===== src/rtl/rv32i_types.sv =====
// Shared types for the burst-memory arbiter: FSM states, port owner and line geometry.
package rv32i_types;

  localparam int unsigned BEATS_PER_LINE = 4;

  typedef enum logic [2:0] {
    StIdle,
    StRdIssue,
    StRdWait,
    StWrBurst,
    StResp
  } arb_state_t;

  typedef enum logic {
    OWN_I,
    OWN_D
  } arb_owner_t;

endpackage


===== src/rtl/line_assembler.sv =====
// Beat counter plus indexed line register: packs read beats into a cacheline and
// supplies the beat index used to slice write beats out of a latched line.
module line_assembler
  import rv32i_types::*;
#(
  parameter int unsigned BEAT_W = 64,
  parameter int unsigned LINE_W = BEAT_W * BEATS_PER_LINE,
  localparam int unsigned CntW = $clog2(BEATS_PER_LINE)
) (
  input  logic              clk,
  input  logic              rst,
  input  logic              load,
  input  logic              step,
  input  logic              capture,
  input  logic [BEAT_W-1:0] beat_in,
  output logic [CntW-1:0]   cnt,
  output logic              done,
  output logic [LINE_W-1:0] line_out
);

  localparam logic [CntW-1:0] LastBeat = CntW'(BEATS_PER_LINE - 1);

  always_ff @(posedge clk) begin
    if (rst || load) begin
      cnt      <= '0;
      line_out <= '0;
    end else begin
      if (step) begin
        cnt <= cnt + 1'b1;
      end
      if (capture) begin
        line_out[int'(cnt) * BEAT_W +: BEAT_W] <= beat_in;
      end
    end
  end

  assign done = step && (cnt == LastBeat);

endmodule


===== src/rtl/bmem_arbiter.sv =====
// Shares the 64-bit burst memory port between I-cache and D-cache line requests.
// Define BMEM_ARB_RR_EN for round-robin arbitration; default is fixed D-over-I priority.
module bmem_arbiter
  import rv32i_types::*;
#(
  parameter int unsigned ADDR_W = 32,
  parameter int unsigned BEAT_W = 64,
  parameter int unsigned LINE_W = 256
) (
  input  logic              clk,
  input  logic              rst,
  input  logic              i_req,
  input  logic [ADDR_W-1:0] i_addr,
  output logic [LINE_W-1:0] i_rdata,
  output logic              i_resp,
  input  logic              d_req,
  input  logic              d_we,
  input  logic [ADDR_W-1:0] d_addr,
  input  logic [LINE_W-1:0] d_wdata,
  output logic [LINE_W-1:0] d_rdata,
  output logic              d_resp,
  input  logic              bmem_ready,
  output logic [ADDR_W-1:0] bmem_addr,
  output logic              bmem_read,
  output logic              bmem_write,
  output logic [BEAT_W-1:0] bmem_wdata,
  input  logic              bmem_rvalid,
  input  logic [BEAT_W-1:0] bmem_rdata
);

  localparam int unsigned CntW = $clog2(BEATS_PER_LINE);
  localparam logic [ADDR_W-1:0] OffMask = ADDR_W'(LINE_W / 8 - 1);

  arb_state_t        state_q, state_d;
  arb_owner_t        owner_q, grant_owner;
  logic [ADDR_W-1:0] addr_q;
  logic [LINE_W-1:0] wdata_q;
  logic              grant;
  logic              step, capture, done;
  logic [CntW-1:0]   cnt;
  logic [LINE_W-1:0] line;

  assign grant = (state_q == StIdle) && (i_req || d_req);

`ifdef BMEM_ARB_RR_EN
  arb_owner_t last_q;

  // On conflict the requester that did not win last time goes first.
  always_comb begin
    if (i_req && d_req) begin
      grant_owner = (last_q == OWN_D) ? OWN_I : OWN_D;
    end else begin
      grant_owner = d_req ? OWN_D : OWN_I;
    end
  end

  always_ff @(posedge clk) begin
    if (rst) begin
      last_q <= OWN_D;
    end else if (grant) begin
      last_q <= grant_owner;
    end
  end
`else
  always_comb begin
    grant_owner = d_req ? OWN_D : OWN_I;
  end
`endif

  always_ff @(posedge clk) begin
    if (rst) begin
      state_q <= StIdle;
      owner_q <= OWN_D;
      addr_q  <= '0;
      wdata_q <= '0;
    end else begin
      state_q <= state_d;
      if (grant) begin
        owner_q <= grant_owner;
        addr_q  <= ((grant_owner == OWN_D) ? d_addr : i_addr) & ~OffMask;
        wdata_q <= d_wdata;
      end
    end
  end

  always_comb begin
    state_d    = state_q;
    bmem_read  = 1'b0;
    bmem_write = 1'b0;
    step       = 1'b0;
    capture    = 1'b0;
    i_resp     = 1'b0;
    d_resp     = 1'b0;
    unique case (state_q)
      StIdle: begin
        if (grant) begin
          state_d = ((grant_owner == OWN_D) && d_we) ? StWrBurst : StRdIssue;
        end
      end
      StRdIssue: begin
        bmem_read = bmem_ready;
        if (bmem_ready) begin
          state_d = StRdWait;
        end
      end
      StRdWait: begin
        step    = bmem_rvalid;
        capture = bmem_rvalid;
        if (done) begin
          state_d = StResp;
        end
      end
      StWrBurst: begin
        // Only the first beat waits for ready; the rest stream back-to-back.
        bmem_write = (cnt == '0) ? bmem_ready : 1'b1;
        step       = bmem_write;
        if (done) begin
          state_d = StResp;
        end
      end
      StResp: begin
        i_resp  = (owner_q == OWN_I);
        d_resp  = (owner_q == OWN_D);
        state_d = StIdle;
      end
      default: state_d = StIdle;
    endcase
  end

  line_assembler #(
    .BEAT_W(BEAT_W),
    .LINE_W(LINE_W)
  ) u_line (
    .clk     (clk),
    .rst     (rst),
    .load    (grant),
    .step    (step),
    .capture (capture),
    .beat_in (bmem_rdata),
    .cnt     (cnt),
    .done    (done),
    .line_out(line)
  );

  assign bmem_addr  = (state_q inside {StRdIssue, StRdWait, StWrBurst}) ? addr_q : '0;
  assign bmem_wdata = bmem_write ? wdata_q[int'(cnt) * BEAT_W +: BEAT_W] : '0;
  assign i_rdata    = (owner_q == OWN_I) ? line : '0;
  assign d_rdata    = (owner_q == OWN_D) ? line : '0;

  always_ff @(posedge clk) begin
    if (!rst && state_q != StIdle) begin
      assert ((owner_q == OWN_I) ? i_req : d_req);
    end
    if (!rst) begin
      assert (!(bmem_rvalid && state_q != StRdWait));
    end
  end

endmodule


===== config.mk =====
export PLATFORM = sky130hd
export DESIGN_NAME = bmem_arbiter
export DESIGN_NICKNAME = d
export VERILOG_FILES = /design/src/rtl/rv32i_types.sv /design/src/rtl/line_assembler.sv /design/src/rtl/bmem_arbiter.sv
export SDC_FILE = /design/constraint.sdc
export NUM_CORES = 1
export LEC_CHECK = 0
export CAP_MARGIN = 20
export CORE_AREA = 2 2 396 398
export DETAILED_ROUTE_END_ITERATION = 8
export DIE_AREA = 0 0 398 400
export GPL_TIMING_DRIVEN = 0
export SLEW_MARGIN = 5
export SYNTH_ARGS = -nofsm -noshare
export SYNTH_HDL_FRONTEND = slang
export SYNTH_SLANG_ARGS = --single-unit
export TNS_END_PERCENT = 1

===== constraint.sdc =====
create_clock -name clk -period 3.3 [get_ports clk]
set_input_delay 0.825 -clock clk [delete_from_list [all_inputs] [get_ports clk]]
set_output_delay 0.825 -clock clk [all_outputs]
set_load 0.05 [all_outputs]

==> After elaboration in Yosys (flattened, before gate mapping) <==
Cells that the tools add are included.
{ "op_classes": {"add_sub_neg": 2, "n_eq_ne": 8, "shift": 3, "mux": 19, "n_bitwise": 1, "n_reduce_logical": 10} }
{ "ops": {"columns": ["cell", "n"], "rows": [
  ["two-way mux 256 bit", 2],
  ["bitwise mux 256 bit", 1],
  ["variable shift 64 x 34 -> 256 bit, first input constant", 1],
  ["variable part select 256 x 9 -> 64 bit", 1],
  ["variable part select 64 x 34 -> 256 bit", 1],
  ["two-way mux 32 bit", 2],
  ["two-way mux 64 bit", 1],
  ["negator 8 -> 34 bit", 1],
  ["two-way mux 3 bit", 3],
  ["case mux 3 bit (3 select lines)", 1],
  ["two-way mux 1 bit", 7],
  ["== test 3 x 2 -> 1 bit, second input constant", 2],
  ["inequality test 2 x 1 -> 1 bit, second input constant", 2],
  ["== test 3 x 1 -> 1 bit, second input constant", 1],
  ["== test 3 bit, second input constant", 1],
  ["logical AND 1 bit", 3],
  ["logical NOT 3 bit", 1],
  ["AND reduction 3 bit", 1],
  ["nonzero test 3 bit", 1],
  ["adder 2 x 1 -> 2 bit, second input constant", 1],
  ["== test 2 bit, second input constant", 1],
  ["logical NOT 2 bit", 1],
  ["logical OR 1 bit", 2],
  ["two-way mux 2 bit", 1],
  ["other kinds (4)", 4]
]} }
{ "word_totals": {"regBits": 545, "input_bits": 391, "word_cells": 49} }

==> Longest topological paths before layout <==
{ "logic_depth": {"depth_word": 6, "depth_mapped": 10} }

==> Modules after synthesis <==
A second synthesis with hierarchy kept.
{ "unflattened": {"cells_unflattened": 3111, "area_unflattened_um2": 27363.7} }
{ "by_module_without_submodules": {"columns": ["mod", "n_inst", "cells_per_inst", "area_per_inst_um2", "seq_area_each_um2"], "rows": [
  ["bmem_arbiter", 1, 2077, 18141.1, 5745.5],
  ["line_assembler", 1, 1034, 9222.6, 5165.0]
]} }

==> Worst setup path before layout <==
No wires, ideal clock.
{ "synth_timing": {"path_kind": "register -> output", "from": "register u_line.cnt[1]", "to": "output port bmem_wdata[10]", "arrival_ns": 2.597, "required_time_ns": 2.475, "setup_slack_ns": -0.122, "stages_incl_launch_ff": 11, "n_path_buf": 5, "path_cell_list": "dfxtp_1 -> buf_2 -> buf_1 -> inv_1 -> ha_1 -> clkbuf_1 -> nand2b_1 -> nand3_1 -> buf_2 -> clkbuf_1 -> nor2b_1"} }
{ "synth_via": {"elab_chain_cells": 4, "word_cells_on_any_way": 5} }
{ "synth_lines": {"columns": ["item", "line_no", "text"], "rows": [
  ["start: declaration", "line_assembler.sv:16", "output logic [CntW-1:0] cnt,"],
  ["start signal: assignment", "line_assembler.sv:29", "cnt <= cnt + 1'b1;"],
  ["branches (longest 3 deep; another with variable part select 256 x 9 -> 64 bit)", null, null],
  ["two-way mux 64 bit (*)", "bmem_arbiter.sv:146", "assign bmem_wdata = bmem_write ? wdata_q[int'(cnt) * BEAT_W +: BEAT_W] : '0;"],
  ["end: declaration", "bmem_arbiter.sv:26", "output logic [BEAT_W-1:0] bmem_wdata,"]
]} }
Mark *: on every way between the ends.

==> Worst setup path after layout <==
{ "layout_timing": {"from": "register owner_q", "to": "output port i_rdata[79]"} }
{ "layout_via": {"elab_chain_cells": 1} }
{ "layout_lines": {"columns": ["item", "line_no", "text"], "rows": [
  ["start: declaration", "bmem_arbiter.sv:35", "arb_owner_t owner_q, grant_owner;"],
  ["start signal: assignment", "bmem_arbiter.sv:79", "owner_q <= grant_owner;"],
  ["two-way mux 256 bit", "bmem_arbiter.sv:147", "assign i_rdata = (owner_q == OWN_I) ? line : '0;"],
  ["end: declaration", "bmem_arbiter.sv:14", "output logic [LINE_W-1:0] i_rdata,"]
]} }
No other way between the ends.

==> metrics.md <==
| Metric | Value |
|---|---|
| Status | finished, violations left |
| Violated checks | negative setup slack |
| Via density | 4.835 |
| Library cells used by synthesis | 40 |
| CP Capture Type | output pin |
| Tmin final | 3.497 ns |
| Max_cap viols | 0 |
| Fillcell total | 16.97k |
| Initial antenna violation count | 43 |
| Int Power | 12.56 mW |
| Synth area leaders | dfxtp_1 41%, a21oi_1 10%, o21ai_0 9.6% |
| Final Setup Violations | 213 |
| Worst-path maximum fanout | 10 |
| Clock slew at reported path FFs | 0.07 ns |
| Num rows | 145 |
| Startpoint types | flop |
| Reg2reg end | u_line.line_out[49] |
| Area of the multi-input gates | 14580 um^2 |
| Sequential area share after synthesis | 40.60% |
| Total CTS buffers | 67 |
| DRC viols | 0 |
| Power share of the combinational group | 19.3% |
| Gr ovfl total | 0 |
| Die Y | 400 um |
| Peak Freq | 286.0 MHz |
| Hold depth | 2 |
| Area leader, netlist | dfxtp_1 |
| Avg WL per Cell | 28.70 um |
| Final HPWL DP | 151300 um |
| Number of global-route vias before repair | 29.81k |
| IO Pins | 1003 |
| Nets | 4773 |
| Die Span X | 398 um |
| FF-to-FF Start | u_line.cnt[1] |
| Initial Utilization | 17.32% |
| Total power | 18.27 mW |
| Relative slew slack | 26.65% |
| Worst Setup SP | owner_q |
| RSZ-0062 raised after global routing | true |
| Worst r2r path cells | 11 |
| R2r setup slk | 0.45 ns |
| Clk_skew | 0.02458 ns |
| Final Hold Fails | 0 |
| ANT nets after route | 0 |
| DR iter-0 viols | 2926 |
| #FFs+latches synth | 545 |
| Cell count after synthesis | 3299 |
| Commonest cells after routing, fill and taps aside | 542 x a21oi_1, 542 x dfxtp_1, 513 x o21ai_0 |
| Die ar. | 159200 um^2 |
| Clock Sinks | 545 |
| Max-slew violations | 0 |
| Clock network power share | 41.4% |
| CTS Hold Bufs | 0 |
| Latest clock arrival within the worst-skew pair | 0.64 ns |
| 1st-pass router iterations | 8 |
| Cell Area, Synth | 26870 um^2 |
| Worst Hold Class | flop to flop |
| First-pass GRT wire length | 244300 um |
| Critical path arrival | 2.67 ns |
| Power density cells | 438.5 nW/um^2 |
| Required time of the critical path | 2.47 ns |
| Worst slew pin tran | 1.100 ns |
| Flop pwr share | 39.3% |
| Core Util, Final | 26.87% |
| Register area | 10920 um^2 |
| TritonCTS clock tree | built |
| Largest net degree at the start of global routing | 13 |
| Sw frac | 31.25% |
| Root Buffer | clkbuf_16 |
| Layout area overhead | 55.08% |
| Total Routing Usage GR | 22.07% |
| Htree depth | 3 |
| VDD IR-drop max | 316.3 uV |
| Lkg Pwr | 15.48 nW |
| Share of cells above drive strength 1 | 19.86% |
| Vias after detailed routing | 31.41k |
| Input/output buffers | 986 |
| Period utilization | 106.0% |
| CP Capture Point | i_rdata[79] |
| P_sw | 5.709 mW |
| Post-synth top area share | 40.60% |
| Worst setup path class | flop to output pin |
| Average size of a mapped cell | 8.146 um^2 |
| Core Area | 155100 um^2 |
| Ys Warns | 0 |
| Max clock buf depth | 3 |
| WHS | 0.4747 ns |
| Final worst slack | -0.1971 ns |
| GP Congestion | 0.9643 |
| WL final | 186500 um |
registers in the layout, summed over array words and instances, names as in the netlist:
name             count
state_q              3
addr_q              27
u_line.cnt           2
owner_q              1
wdata_q            256
u_line.line_out    256
cells by family after synthesis:
| kind of cell | share of synthesized area (%) |
|---|---|
| adder cells (fa/ha/maj) | 0.1862 |
| flip-flops | 40.60 |
| AO/OA/AOI/OAI | 20.64 |
| buffers and inverters | 6.611 |
| AND/OR/NAND/NOR | 25.58 |
| multiplexers | 6.369 |
| other | 0.01395 |
per-stage QoR:
step / cell area, um^2 / setup WS (ns) / cells / setup TNS [ns]
CTS: 42020 / -0.2771 / 6484 / -82.43
global route: 41650 / -0.2496 / 6487 / -43.81
finish: 41680 / -0.1971 / 6497 / -16.78
global placement: 39330 / -2.179 / 6347 / -716.81
detailed placement: 39450 / -2.130 / 6355 / -607.61
floorplan: 26890 / -0.1216 / 3303 / -6.078
synth_stat cells, drive strengths merged:
master,n
a211o,1
nand3b,2
nand3,258
a211oi,28
or3,1
mux2i,27
nand4bb,1
conb,1
nor3,3
or2,2
nor2,7
mux4,64
nor2b,321
nand2b,2
a221o,1
a41oi,1
dfxtp,545
o21ai,513
inv,4
and3,1
a21oi,542
nand4,258
and4bb,1
nand2,4
nor3b,2
o31ai,2
and2,283
ha,4
clkbuf,266
a21o,2
and3b,2
clkinv,3
buf,147
worst max-delay path, cell delays in order, from the launching register on:
cell and delay, ns:
dfxtp_1 0.31, clkbuf_4 0.24, clkbuf_4 0.34, clkbuf_2 0.29
nor2b_1 0.16, dlygate4sd2_1 0.65
worst min path at each step:
stage / start / to / slack (ns)
after floorplan: wdata_q[128] / wdata_q[128] / 0.45
after CTS: wdata_q[192] / wdata_q[192] / 0.47
after detailed placement: wdata_q[192] / wdata_q[192] / 0.46
final: wdata_q[148] / wdata_q[148] / 0.47
after global placement: wdata_q[123] / wdata_q[123] / 0.46
after global routing: wdata_q[11] / wdata_q[11] / 0.49
power groups by stage:
| stage | logic, mW | clock network (mW) | registers (mW) |
|---|---|---|---|
| after floorplan | 1.77 | 0 | 7.17 |
| after global placement | 3.36 | 0 | 7.30 |
| after detailed placement | 3.41 | 0 | 7.31 |
| after CTS | 3.49 | 7.65 | 7.17 |
| after global routing | 3.73 | 7.87 | 7.20 |
| final | 3.53 | 7.57 | 7.17 |
routing by layer:
metal	share of wire [%]	wire [um]	up-vias	track usage, %
li1	-	-	13990	-
met1	39	73540	15310	26.66
met2	46	86710	1784	36.78
met3	9.8	18300	319	6.554
met4	4.2	7850	14	8.306
met5	0.051	95	-	0
final cells by class:
cell class | instances | share of cell area [%]
inverter | 7 | 0.07506
clock inverter | 16 | 0.5074
timing repair buffer | 1007 | 22.25
antenna | 13 | 0.07806
clock buffer | 101 | 4.744
buffer | 412 | 4.978
multi-input combinational | 2338 | 34.99
tap | 2058 | 6.179
sequential | 545 | 26.20
timing repair:
action,in CTS,in global routing
buffers inserted,11,0
gates resized for setup,1555,630
gates cloned,2,0
endpoints found under the setup margin,861,585
pin swaps,2,0
Power figures use the tool's default switching activity.
